File: src/rtl/stopwatch_tick_counter.sv
// stopwatch_tick_counter
//   Synchronizes a slow divided clock (tick_in) into clock_in, turns each rising
//   edge into a one-cycle tick enable, and counts those ticks into a BCD MM:SS
//   stopwatch under start/stop/clear control.
//   Optional feature: define LAP_CAPTURE_EN to add the lap port and lap-freeze of
//   the displayed digits. Without it the outputs always show the live count.
module stopwatch_tick_counter #(
  parameter int SYNC_STAGES = 2,
  parameter int MAX_MIN     = 59
) (
  input  logic       clock_in,
  input  logic       reset_n,
  input  logic       tick_in,
  input  logic       start,
  input  logic       stop,
  input  logic       clear,
`ifdef LAP_CAPTURE_EN
  input  logic       lap,
`endif
  output logic [3:0] sec_ones,
  output logic [3:0] sec_tens,
  output logic [3:0] min_ones,
  output logic [3:0] min_tens,
  output logic       running,
  output logic       tick_pulse,
  output logic       wrap
);

  localparam logic [1:0] ST_IDLE  = 2'd0;
  localparam logic [1:0] ST_RUN   = 2'd1;
  localparam logic [1:0] ST_PAUSE = 2'd2;

  localparam logic [3:0] MAX_TENS = 4'(MAX_MIN / 10);
  localparam logic [3:0] MAX_ONES = 4'(MAX_MIN % 10);

  // One BCD digit step: returns {carry, next}. Any value at or above the limit
  // rolls to zero, so a digit can never leave the legal BCD range.
  function automatic logic [4:0] bcd_inc(input logic [3:0] digit, input logic [3:0] limit);
    logic [4:0] res;
    if (digit >= limit) begin
      res = {1'b1, 4'd0};
    end else begin
      res = {1'b0, digit + 4'd1};
    end
    return res;
  endfunction

  logic [SYNC_STAGES-1:0] sync_r;
  logic                   history_r;
  logic                   tick_pulse_r;
  logic [1:0]             state_r;
  logic [1:0]             state_s;
  logic                   running_r;
  logic [3:0]             sec_ones_r, sec_tens_r, min_ones_r, min_tens_r;
  logic [3:0]             sec_ones_s, sec_tens_s, min_ones_s, min_tens_s;
  logic                   wrap_r;
  logic                   wrap_s;
  logic                   sync_out_s;
  logic                   count_en_s;
  logic                   at_max_s;
  logic [4:0]             so_inc_s, st_inc_s, mo_inc_s, mt_inc_s;

  assign sync_out_s = sync_r[SYNC_STAGES-1];
  assign count_en_s = tick_pulse_r && (state_r == ST_RUN);
  assign at_max_s   = (min_tens_r == MAX_TENS) && (min_ones_r == MAX_ONES) &&
                      (sec_tens_r == 4'd5) && (sec_ones_r == 4'd9);
  assign so_inc_s   = bcd_inc(sec_ones_r, 4'd9);
  assign st_inc_s   = bcd_inc(sec_tens_r, 4'd5);
  assign mo_inc_s   = bcd_inc(min_ones_r, 4'd9);
  assign mt_inc_s   = bcd_inc(min_tens_r, 4'd5);

  // Synchronizer chain, edge history and registered rising-edge pulse.
  always_ff @(posedge clock_in or negedge reset_n) begin
    if (!reset_n) begin
      sync_r       <= '0;
      history_r    <= 1'b0;
      tick_pulse_r <= 1'b0;
    end else begin
      sync_r       <= {sync_r[SYNC_STAGES-2:0], tick_in};
      history_r    <= sync_out_s;
      tick_pulse_r <= sync_out_s & ~history_r;
    end
  end

  // Next FSM state; clear beats stop, stop only acts in RUN, start only outside RUN.
  always_comb begin
    state_s = state_r;
    if (clear) begin
      state_s = ST_IDLE;
    end else begin
      case (state_r)
        ST_RUN: begin
          if (stop) state_s = ST_PAUSE;
          else      state_s = ST_RUN;
        end
        ST_IDLE, ST_PAUSE: begin
          if (start) state_s = ST_RUN;
          else       state_s = state_r;
        end
        default: state_s = ST_IDLE;
      endcase
    end
  end

  // Next BCD count: clear wins, otherwise advance with a combinational carry chain.
  always_comb begin
    sec_ones_s = sec_ones_r;
    sec_tens_s = sec_tens_r;
    min_ones_s = min_ones_r;
    min_tens_s = min_tens_r;
    wrap_s     = 1'b0;
    if (clear) begin
      sec_ones_s = 4'd0;
      sec_tens_s = 4'd0;
      min_ones_s = 4'd0;
      min_tens_s = 4'd0;
    end else if (count_en_s) begin
      if (at_max_s) begin
        sec_ones_s = 4'd0;
        sec_tens_s = 4'd0;
        min_ones_s = 4'd0;
        min_tens_s = 4'd0;
        wrap_s     = 1'b1;
      end else begin
        sec_ones_s = so_inc_s[3:0];
        sec_tens_s = so_inc_s[4] ? st_inc_s[3:0] : sec_tens_r;
        min_ones_s = (so_inc_s[4] && st_inc_s[4]) ? mo_inc_s[3:0] : min_ones_r;
        min_tens_s = (so_inc_s[4] && st_inc_s[4] && mo_inc_s[4]) ? mt_inc_s[3:0] : min_tens_r;
      end
    end else begin
      wrap_s = 1'b0;
    end
  end

  // State, running flag, count digits and wrap pulse registers.
  always_ff @(posedge clock_in or negedge reset_n) begin
    if (!reset_n) begin
      state_r    <= ST_IDLE;
      running_r  <= 1'b0;
      sec_ones_r <= 4'd0;
      sec_tens_r <= 4'd0;
      min_ones_r <= 4'd0;
      min_tens_r <= 4'd0;
      wrap_r     <= 1'b0;
    end else begin
      state_r    <= state_s;
      running_r  <= (state_s == ST_RUN);
      sec_ones_r <= sec_ones_s;
      sec_tens_r <= sec_tens_s;
      min_ones_r <= min_ones_s;
      min_tens_r <= min_tens_s;
      wrap_r     <= wrap_s;
    end
  end

  assign running    = running_r;
  assign tick_pulse = tick_pulse_r;
  assign wrap       = wrap_r;

`ifdef LAP_CAPTURE_EN
  logic        lap_hist_r;
  logic        freeze_r;
  logic [15:0] lap_time_r;
  logic        lap_rise_s;

  assign lap_rise_s = lap & ~lap_hist_r;

  // Lap freeze: first lap edge in RUN captures the display, next edge, stop or clear releases it.
  always_ff @(posedge clock_in or negedge reset_n) begin
    if (!reset_n) begin
      lap_hist_r <= 1'b0;
      freeze_r   <= 1'b0;
      lap_time_r <= 16'd0;
    end else begin
      lap_hist_r <= lap;
      if (clear || stop) begin
        freeze_r <= 1'b0;
      end else if (lap_rise_s && freeze_r) begin
        freeze_r <= 1'b0;
      end else if (lap_rise_s && (state_r == ST_RUN)) begin
        freeze_r   <= 1'b1;
        lap_time_r <= {min_tens_r, min_ones_r, sec_tens_r, sec_ones_r};
      end
    end
  end

  assign min_tens = freeze_r ? lap_time_r[15:12] : min_tens_r;
  assign min_ones = freeze_r ? lap_time_r[11:8]  : min_ones_r;
  assign sec_tens = freeze_r ? lap_time_r[7:4]   : sec_tens_r;
  assign sec_ones = freeze_r ? lap_time_r[3:0]   : sec_ones_r;
`else
  assign min_tens = min_tens_r;
  assign min_ones = min_ones_r;
  assign sec_tens = sec_tens_r;
  assign sec_ones = sec_ones_r;
`endif

endmodule

File: config.mk
export PLATFORM = sky130hd
export DESIGN_NAME = stopwatch_tick_counter
export DESIGN_NICKNAME = d
export VERILOG_FILES = /design/src/rtl/stopwatch_tick_counter.sv
export SDC_FILE = /design/constraint.sdc
export NUM_CORES = 1
export LEC_CHECK = 0
export CAP_MARGIN = 5
export CORE_ASPECT_RATIO = 0.6
export CORE_MARGIN = 2
export CORE_UTILIZATION = 60
export CTS_BUF_LIST = sky130_fd_sc_hd__clkbuf_4 sky130_fd_sc_hd__clkbuf_8
export DETAILED_ROUTE_END_ITERATION = 7
export DONT_BUFFER_PORTS = 1
export PLACE_DENSITY = 0.88
export SYNTH_ARGS = -nofsm -noshare
export SYNTH_HDL_FRONTEND = slang
export SYNTH_SLANG_ARGS = --single-unit
export TNS_END_PERCENT = 20
File: constraint.sdc
create_clock -name clock_in -period 2.6 [get_ports clock_in]
set_input_delay 0.65 -clock clock_in [delete_from_list [all_inputs] [get_ports clock_in]]
set_output_delay 0.65 -clock clock_in [all_outputs]
set_load 0.01 [all_outputs]
After elaboration in Yosys (flattened, before gate mapping)
Cells that the tools add are included.

word-level totals
  register bits = 24
  input bits = 6
  logic and storage cells = 68

operators by class
  add/sub/neg operators = 4
  $lt $le $gt $ge = 4
  equality and inequality tests = 7
  muxes and demuxes = 26
  bitwise operators = 2
  reduce and logical (&&, ||, !) cells = 15

operator list
  kind                                                                number
  two-way mux 4 bit                                                   16
  adder 4 x 1 -> 4 bit (second input constant)                        4
  two-way mux 5 bit                                                   3
  nonzero test 3 bit                                                  3
  == test 4 x 3 -> 1 bit (second input constant)                      2
  == test 4 bit (second input constant)                               2
  greater-or-equal comparator 4 x 3 -> 1 bit (second input constant)  2
  greater-or-equal comparator 4 bit (second input constant)           2
  logical AND 1 bit                                                   6
  two-way mux 2 bit                                                   3
  AND reduction 2 bit                                                 3
  == test 2 x 1 -> 1 bit (second input constant)                      2
  one-hot mux 2 bit (2 select lines)                                  1
  two-way mux 1 bit                                                   3
  == test 2 bit (second input constant)                               1
  logical NOT 2 bit                                                   1
  nonzero test 2 bit                                                  1
  OR reduction 2 bit                                                  1
  AND 1 bit                                                           1
  NOT 1 bit                                                           1

Depth between registers and ports, before layout
Gate-level depths: netlist (run 1).

  depth in word-level cells = 8
  mapped depth = 7
  depth with buffers taken out = 6

Least setup slack after synthesis (run 1)
OpenSTA, ideal clock, no wires.

  path kind = register to register
  start = register sec_ones_r[1] (netlist: sec_ones[1])
  end = register min_tens_r[0] (netlist: min_tens[0])
  setup time = 0.125 ns
  arrival time = 1.903 ns
  data required time = 2.475 ns
  path slack = 0.572 ns
  cell stages (with the launch flop) = 8
  buffers on the path = 1
  period minus slack after synthesis = 2.028 ns
  cell sequence = dfrtp_1 -> inv_1 -> ha_1 -> or3b_4 -> and3_4 -> buf_6 -> a41o_4 -> mux2_4

on the way
  cells in the longest elaborated chain, start to end = 6

RTL lines
  element                            line  source
  start: declaration                 54    logic [3:0] sec_ones_r, sec_tens_r, min_ones_r, min_tens_r;
  start signal: assignment           148   sec_ones_r <= sec_ones_s;
  greater-or-equal comparator 4 bit  40    if (digit >= limit) begin
  two-way mux 5 bit                  40
  logical AND 1 bit (2 in series)    128   min_tens_s = (so_inc_s[4] && st_inc_s[4] && mo_inc_s[4]) ? mt_inc_s[3:0] : min_tens_r;
  nonzero test 3 bit (no line)       --
  AND reduction 2 bit (no line)      --
  end signal: assignment             151   min_tens_r <= min_tens_s;
  end: declaration                   54

Several ways; a longest one is shown, not always the timed one. The select of a mux whose other input is x is not followed.
A chain may end at the register's enable or synchronous reset.

Final worst setup path (run 1)
Ends and elaborated chain as after synthesis.

==> metrics list, run 1 <==
- Once the clock tree was built, the resizer swapped 0 gates to a different size.
- Crit Reg-Reg Startpoint: sec_ones[1]
* Pin count of the biggest net entering global routing: 25
- Setup repair after global routing left no endpoint under its margin.
* CP max stage delay: 0.47 ns
- Largest area contributor in the synthesized netlist: dfrtp_1
- The first detailed-routing pass took 4 iterations.
- First-pass GRT wire length: 4750 µm
- Most common library cell in the layout ignoring fill and taps: dfrtp_1
* Post-CTS setup buffer count: 0
- The floorplan has 13 rows.
* Final GP Congestion: 0.799
- IR analysis of the VDD net gives a maximum drop of 0.000373 V.
- Using the TritonRoute via totals, the vias-per-cell ratio works out to 6.27.
* Number of global-route vias before repair: 1017
* Largest cells by area after synthesis: dfrtp_1 (45%), ha_1 (11%), a21oi_1 (4.8%)
- TritonCTS Buffers: 3
* Power share of the clock group: 26.8%
- Data on the critical path arrives at its endpoint at 2.24 ns.
- Synth Area per Inst: 9.98 µm²
- Library cell contributing the largest single delay on the critical path: dfrtp_1
- The cell count after synthesis came out at 135.
- Setup violations remaining at the end of the flow were counted as 0.
- Hold WC Path Type: in2async
- The critical path in this run is classified as reg2reg.
- HPWL after detailed placement: 2090 µm
- After clock tree synthesis, the flow added hold-fix buffers numbering 0.
* Synth top area share: 44.6%
* Cell internal power dissipation: 0.566 mW
- Initial core utilization: 62.8%
- Inserted Diodes: 0
- In this run the static leakage power is 0.614 nW.
- In the finished design, the share of the clock period the worst path needs comes to 79.9%.
- In this run the worst path has a maximum fanout of 8.
* Final Critical Period: 2.08 ns
- Global-route congestion overflow total: 0
* Post-synthesis register bit count: 24
- Overall track demand over capacity in global routing: 24.6%
- Fraction of layout cells with a size suffix above 1: 6.67%
* Kind of start point of the critical path: flip-flop
- Based on the critical path, the design can be clocked at up to 481 MHz.
* Number of max-capacitance violations reported: 0
- Together, buffers and inverters on the worst path number 1.
- Summed over all nets, the switching power comes to 0.238 mW.
- DRC viols: 0
* Final Hold Vio Count: 0
- Height of the die: 40.7 µm
- The run finished with clean final reports.
* Buffers on Ports: 0
- The region available for standard cell placement spans 2150 µm².
- Share of power burned in registers: 57.0%
- Headroom to the max-slew limit came out at 62.4%.
- Final-stage net count: 155
* Width of the die: 65.2 µm
- Final sum of negative setup slack: 0 ns
* Post-detailed-route count of antenna-violating nets: 0
* Via count: 1035
* Clock root buffer master: clkbuf_8
* Worst setup path start: sec_ones[1]
- Max Root-Sink Buffers: 2
- WP data required: 2.76 ns
- Latest clock arrival within the worst-skew pair: 0.27 ns
- Number of pins with negative max-slew slack in the final report: 0
- In this run, distinct cell masters in the synthesized netlist total 34.
- Sinks on Clock Net: 24
* Syn. warnings: 0
* Share of total power in combinational logic: 16.2%
- The die covers 2650 µm².
- In this design, the largest share of critical-path delay is due to simple AND/OR/NAND/NOR gates.
* Type of element capturing the critical path: flip-flop
- Total detailed-routing wirelength: 2820 µm
- The clock arrives with 0.00752 ns of skew.
- The share of the Yosys chip area taken by registers is 44.6%.
- Least setup slack across all paths after layout: 0.522 ns
* Highest-count cells in the layout ignoring fill and taps: dfrtp_1 (24), a21oi_1 (13), nand2_1 (12), ha_1 (12)
- The first routing iteration left 49 violations.
- Antenna violations before repair: 0
- In the final routed layout, each cell accounts on average for 17.1 µm.
- After clock tree synthesis, the clock-pin slew on the worst setup and hold paths is 0.08 ns.
* CP Cell Sequence: inv_1, ha_1, or3b_4, and3_4, a41o_4, mux2_4
* Ports placed on the boundary: 25
* Clock tree from TritonCTS: built
- Timing analysis after detailed placement gives a worst setup slack of 0.546 ns.
- The area growth from synthesis to layout is 4.46%.
- In this run the power density over the cells is 571 nW/µm².
- Total standard cell area after synthesis: 1350 µm²
* Switching fraction of total power: 29.6%
- CTS built an H-tree with a depth of 1.
- Actual slew at the worst max-slew pin: 0.564 ns
- When the netlist entered floorplanning its net count stood at 153.
area by class of cell:
class / instances / area [µm²]
Inverter: 10 / 37.5
Sequential cell: 24 / 601
Multi-Input combinational cell: 98 / 691
Tap cell: 30 / 37.5
Clock buffer: 3 / 41.3
Fill cell: 174 / 739
path summary, 6_finish.rpt:
kind | to | slack (ns) | depth (start not counted)
setup / recovery | min_tens[0] | 0.52 | 6
hold / removal | min_tens[0] | 0.07 | 0
setup reg to reg | min_tens[0] | 0.52 | 6
hold reg to reg | sync_r[1] | 0.36 | 0
max in group asynchronous | sec_tens[2] | 2.45 | 0
min in group clock_in | sync_r[1] | 0.36 | 0
sequential cells by signal, summed over array words and instances (netlist names):
name        count
min_ones        4
wrap            1
state_r         2
history_r       1
min_tens        4
running         1
sec_tens        4
sec_ones        4
tick_pulse      1
sync_r          2
power groups by stage:
stage / clock network (mW) / registers [mW] / logic, mW
2_1_floorplan: 0 / 0.450 / 0.107
3_3_place_gp: 0 / 0.459 / 0.120
3_5_place_dp: 0 / 0.463 / 0.128
4_1_cts: 0.221 / 0.457 / 0.129
5_1_grt: 0.238 / 0.463 / 0.155
6_report: 0.215 / 0.458 / 0.130
kinds of logic (layout without fill, tap and decap cells):
kind of cell / Yosys count / count (layout) / synth area share [%]
AO/OA/AOI/OAI: 26 / 26 / 12.3
multiplexers: 6 / 6 / 4.83
buffers and inverters: 13 / 13 / 4.18
adder cells (fa/ha/maj): 12 / 12 / 11.1
flip-flops: 24 / 24 / 44.6
AND/OR/NAND/NOR: 54 / 54 / 22.9
synthesized netlist by cell type:
cell / number
nand4b_1: 1
nand4_1: 3
mux2i_1: 5
ha_1: 12
and3_1: 1
a21o_1: 1
o31ai_1: 1
and3_4: 1
nand2b_1: 2
or3b_2: 2
or3b_4: 1
mux2_4: 1
a31oi_1: 2
nor3_1: 1
nand3_1: 10
nand2_1: 12
and3b_1: 1
or4_1: 2
dfrtp_1: 24
a41oi_1: 1
inv_1: 10
nor3b_1: 4
nor2b_1: 4
buf_6: 1
nor4_1: 1
clkbuf_1: 2
nor2_1: 6
o21a_1: 1
o21ai_0: 4
o221ai_1: 1
nand3b_1: 2
a21oi_1: 13
a41o_4: 1
a211oi_1: 1
worst reg2reg max path: stages (launching register included):
cell	delay, ns
dfrtp_1	0.47
inv_1	0.11
ha_1	0.21
or3b_4	0.39
and3_4	0.23
a41o_4	0.28
mux2_4	0.30
metal layers:
metal	part of all wire (%)	wire, µm	track usage, %	up-vias
met1	42	1190	29.7	500
met4	1.5	41	7.29	0
met2	47	1330	42.6	49
met5	0	0	0	-
li1	-	-	-	477
met3	8.9	252	9.34	9
per-stage QoR:
stage          std cells  utilization (%)  power [mW]  cell area, µm²  hold WS (ns)
6_report             165             65.6       0.803            1410        0.0658
5_1_grt              165             65.6       0.857            1410        0.0510
4_1_cts              165             65.6       0.807            1410        0.0614
3_5_place_dp         162             63.6       0.592            1370         0.340
3_3_place_gp         162             63.6       0.579            1370         0.333
2_1_floorplan        135                -       0.558            1350         0.331
Note: power is estimated with default switching activity, not from simulation.
==> inputs of run 2 (changes only) <==
--- a/config.mk
+++ b/config.mk
@@ -5,6 +5,7 @@
 export SDC_FILE = /design/constraint.sdc
 export NUM_CORES = 1
 export LEC_CHECK = 0
+export ABC_AREA = 1
 export CAP_MARGIN = 5
 export CORE_ASPECT_RATIO = 0.6
 export CORE_MARGIN = 2
==> constraint.sdc (replaced) <==
create_clock -name clock_in -period 2.1 [get_ports clock_in]
set_input_delay 0.525 -clock clock_in [delete_from_list [all_inputs] [get_ports clock_in]]
set_output_delay 0.525 -clock clock_in [all_outputs]
set_load 0.01 [all_outputs]
==> run 2 against run 1 <==
Compared with the run above: global-route usage decreased by 0.60 points; die area rose by 8.4%; design area increased by 12%; combinational power up 88%; first-iteration DRC count increased by 16%; largest power group unchanged; final cell count increased by 23%.
==> metrics list, run 2 <==
* Number of global-route vias before repair: 1133
- Setup repair after global routing left no endpoint under its margin.
- The floorplan step set the die height to 42.3 µm.
- Counting along the longest clock path gives a buffer depth of 2.
- In this run the post-CTS setup repair buffer count came out at 0.
- Sinks on Clock Net: 24
* Buffers on Ports: 0
- Max-Slew Margin vs Limit: 30.5%
* Overall track demand over capacity in global routing: 24.0%
- WP data required: 2.31 ns
- The count of nets left with antenna violations once routing finished came out at 0.
- In this run the horizontal extent of the chip is 67.9 µm.
- The worst setup path is of the reg2reg kind.
- Leakage: 0.740 nW
- FMAX: 615 MHz
* Post-synthesis cell count: 170
- In the final layout, the share of cells above drive strength 1 is 13.3%.
* Largest cells by area after synthesis: dfrtp_1 (41%), ha_1 (10%), nand2_1 (9.7%)
- Top delay family on crit path: simple AND/OR/NAND/NOR gates
- The worst hold path was traced through 0 stages.
- At the pin with the least slew margin, the transition time is 1.04 ns.
- The synthesized netlist occupies a cell area of 1470 µm².
- In this run the worst hold path is classified as in2reg.
- Number of max-capacitance violations reported: 0
- Outcome: finished, final reports clean
* Area of the core region: 2240 µm²
* Most common library cell in the layout ignoring fill and taps: nand2_1
* First-pass GRT wire length: 5090 µm
* Resized cells post-CTS: 0
- Worst voltage drop across the vdd grid: 0.000519 V
- Wires add up to 3000 µm.
* Portion of the post-synthesis area used by sequential elements: 40.9%
- Clock tree from TritonCTS: built
- Traced cell by cell, the critical path runs through inv_1, ha_1, inv_1, nand2_1, nand2_1, nand2_1, nor3b_1, nand3_1, nand2_1.
- Row generation in the floorplan step produced 13 rows.
* Met1 Resource Use GR: 30.7%
- Reg2Reg Capture Point: min_tens[1]
- Number of failing setup endpoints in the final timing report: 0
- STA classifies the critical path endpoint as a flip-flop.
- Dividing total power by cell area gives a power density of 789 nW/µm².
- Met3 global-route usage: 7.80%
- Reg2reg setup slack: 0.47 ns
- Kind of start point of the critical path: flip-flop
- In this run, distinct cell masters in the synthesized netlist total 27.
- Final worst clock skew: 0.00322 ns
* Latest clock arrival within the worst-skew pair: 0.27 ns
- At the end of routability-driven placement, the weighted congestion stood at 0.877.
* Number of DRC markers after the initial detailed-route iteration: 57
- The initial antenna violation count is 0.
* Post-synthesis register bit count: 24
- Most used standard cell by instance count after synthesis: nand2_1
* WL per Instance: 14.8 µm
- Synth top area share: 40.9%
- After synthesis, the mean cell area works out to 8.65 µm².
* Worst-path maximum fanout: 4
- Net count after synthesis: 188
- CP arrival: 1.84 ns
* Fraction of registers with async set or reset after synthesis: 100%
* H-Tree Level Count: 1
* Number of buffers and inverters on the critical path: 2
* DRC viols: 0
* Highest-count cells in the layout ignoring fill and taps: nand2_1 (38), dfrtp_1 (24), inv_1 (19)
* Portion of the clock cycle consumed by the worst path in the final layout: 77.4%
- Summing over every cut layer, the via total after detailed routing is 1164.
- Final hold slack: 0.273 ns
- Dividing the detail-routed via count by the number of cells gives 5.73.
- Ports placed on the boundary: 25
- TritonCTS Buffers: 3
* Most frequently used flop master after synthesis: dfrtp_1
- Final Critical Period: 1.63 ns
- Global-route congestion overflow total: 0
- Largest area contributor in the synthesized netlist: dfrtp_1
* Area growth from synthesis to final layout: 7.49%
- HPWL after detailed placement: 2170 µm
- Number of pins with negative max-slew slack in the final report: 0
* Most frequent CP cell: nand2_1
- The number of hold violations in the final report came to 0.
- Pin count of the biggest net entering global routing: 25
- The Yosys step of the flow raised 0 warnings.
* Hold path endpoint: sync_r[0]
- Most frequent cells after synthesis: nand2_1 (38), dfrtp_1 (24), inv_1 (19)
- The first TritonRoute pass finished after 4 iterations.
- Global routing used 38.2% of the available met2 tracks.
- Library cell contributing the largest single delay on the critical path: dfrtp_1
- Worst min-delay path startpoint: tick_in
* Final-stage net count: 192
- Inserted Diodes: 0
- Logic depth of the worst register-to-register path: 9
* Clock root buffer master: clkbuf_8
* Clock-pin slew on the worst setup and hold paths: 0.08 ns
- Crit Reg-Reg Startpoint: min_tens[1]
- The global routing stage identified its most utilized layer as met2.
* Initial core utilization: 65.5%
* CP max stage delay: 0.45 ns
* Number of enable flip-flop cells after synthesis: 0
- Final sum of negative setup slack: 0 ns
- The die covers 2880 µm².
[run 2: cell count changes in the layout (fill, tap and decap cells not counted), sizes merged, moves of 3 or more]
cell	delta
a21oi	-8
inv	+13
mux2i	-5
nand2	+32
nand3	+11
nor2	+5
nor2b	-4
nor3	+6
or3b	-3
xor2	+3
[run 2: area by class of cell]
class | instances | area, µm²
clock buffers | 3 | 41.3
clock inverters | 1 | 30.0
fillers | 162 | 664
inverters | 23 | 88.8
multi-input cells | 121 | 772
flip-flops and latches | 24 | 601
well taps | 30 | 37.5
repair buffers | 1 | 10.0
[run 2: how the worst max path moves through the flow]
stage / slack, ns / from / end / cells past startpoint
after floorplan: 0.72 / sec_ones[1] / min_tens[2] / 9
after global placement: 0.60 / sec_ones[0] / min_ones[3] / 8
after detailed placement: 0.55 / min_ones[0] / min_tens[2] / 10
after CTS: 0.48 / min_tens[1] / min_tens[1] / 9
after global routing: 0.35 / reset_n / sec_ones[0] / 1
final: 0.47 / min_tens[1] / min_tens[1] / 9
[run 2: power by group]
part	internal [mW]	total (mW)	switching [mW]
Sequential	0.509	0.601	0.0919
Combinational	0.0957	0.245	0.149
Clock	0.255	0.402	0.147
Total	0.860	1.25	0.388
[run 2: logic make-up (layout without fill, tap and decap cells)]
group / count (synthesis) / count (layout) / synth area share [%]
buf+inv: 25 / 28 / 6.64
xor+xnor: 5 / 5 / 2.98
compound gates: 12 / 12 / 4.51
flops: 24 / 24 / 40.9
simple gates: 92 / 92 / 34.8
fa+ha+maj: 12 / 12 / 10.2
[run 2: what timing repair did]
action	in CTS	in global routing
endpoints found under the hold margin	24	0
hold buffers	1	0
setup endpoints to repair	0	0
[run 2: routing by layer]
metal,vias up,wire (µm)
met5,-,0
met4,0,36
met3,6,205
met2,33,1530
met1,567,1230
li1,558,-
[run 2: per-stage QoR]
stage	utilization (%)	area, µm²	power (mW)	worst slack, ns	cells
floorplan	-	1470	0.786	0.716	170
global placement	66.8	1500	0.822	0.603	198
detailed placement	66.8	1500	0.840	0.551	198
CTS	70.4	1580	1.26	0.477	203
global route	70.4	1580	1.32	0.347	203
finish	70.4	1580	1.25	0.475	203
[run 2: worst register-to-register path, stage by stage, from the launching register on]
cell	delay, ns
dfrtp_1	0.45
inv_1	0.11
ha_1	0.21
inv_1	0.06
nand2_1	0.05
nand2_1	0.07
nand2_1	0.09
nor3b_1	0.29
nand3_1	0.16
nand2_1	0.09
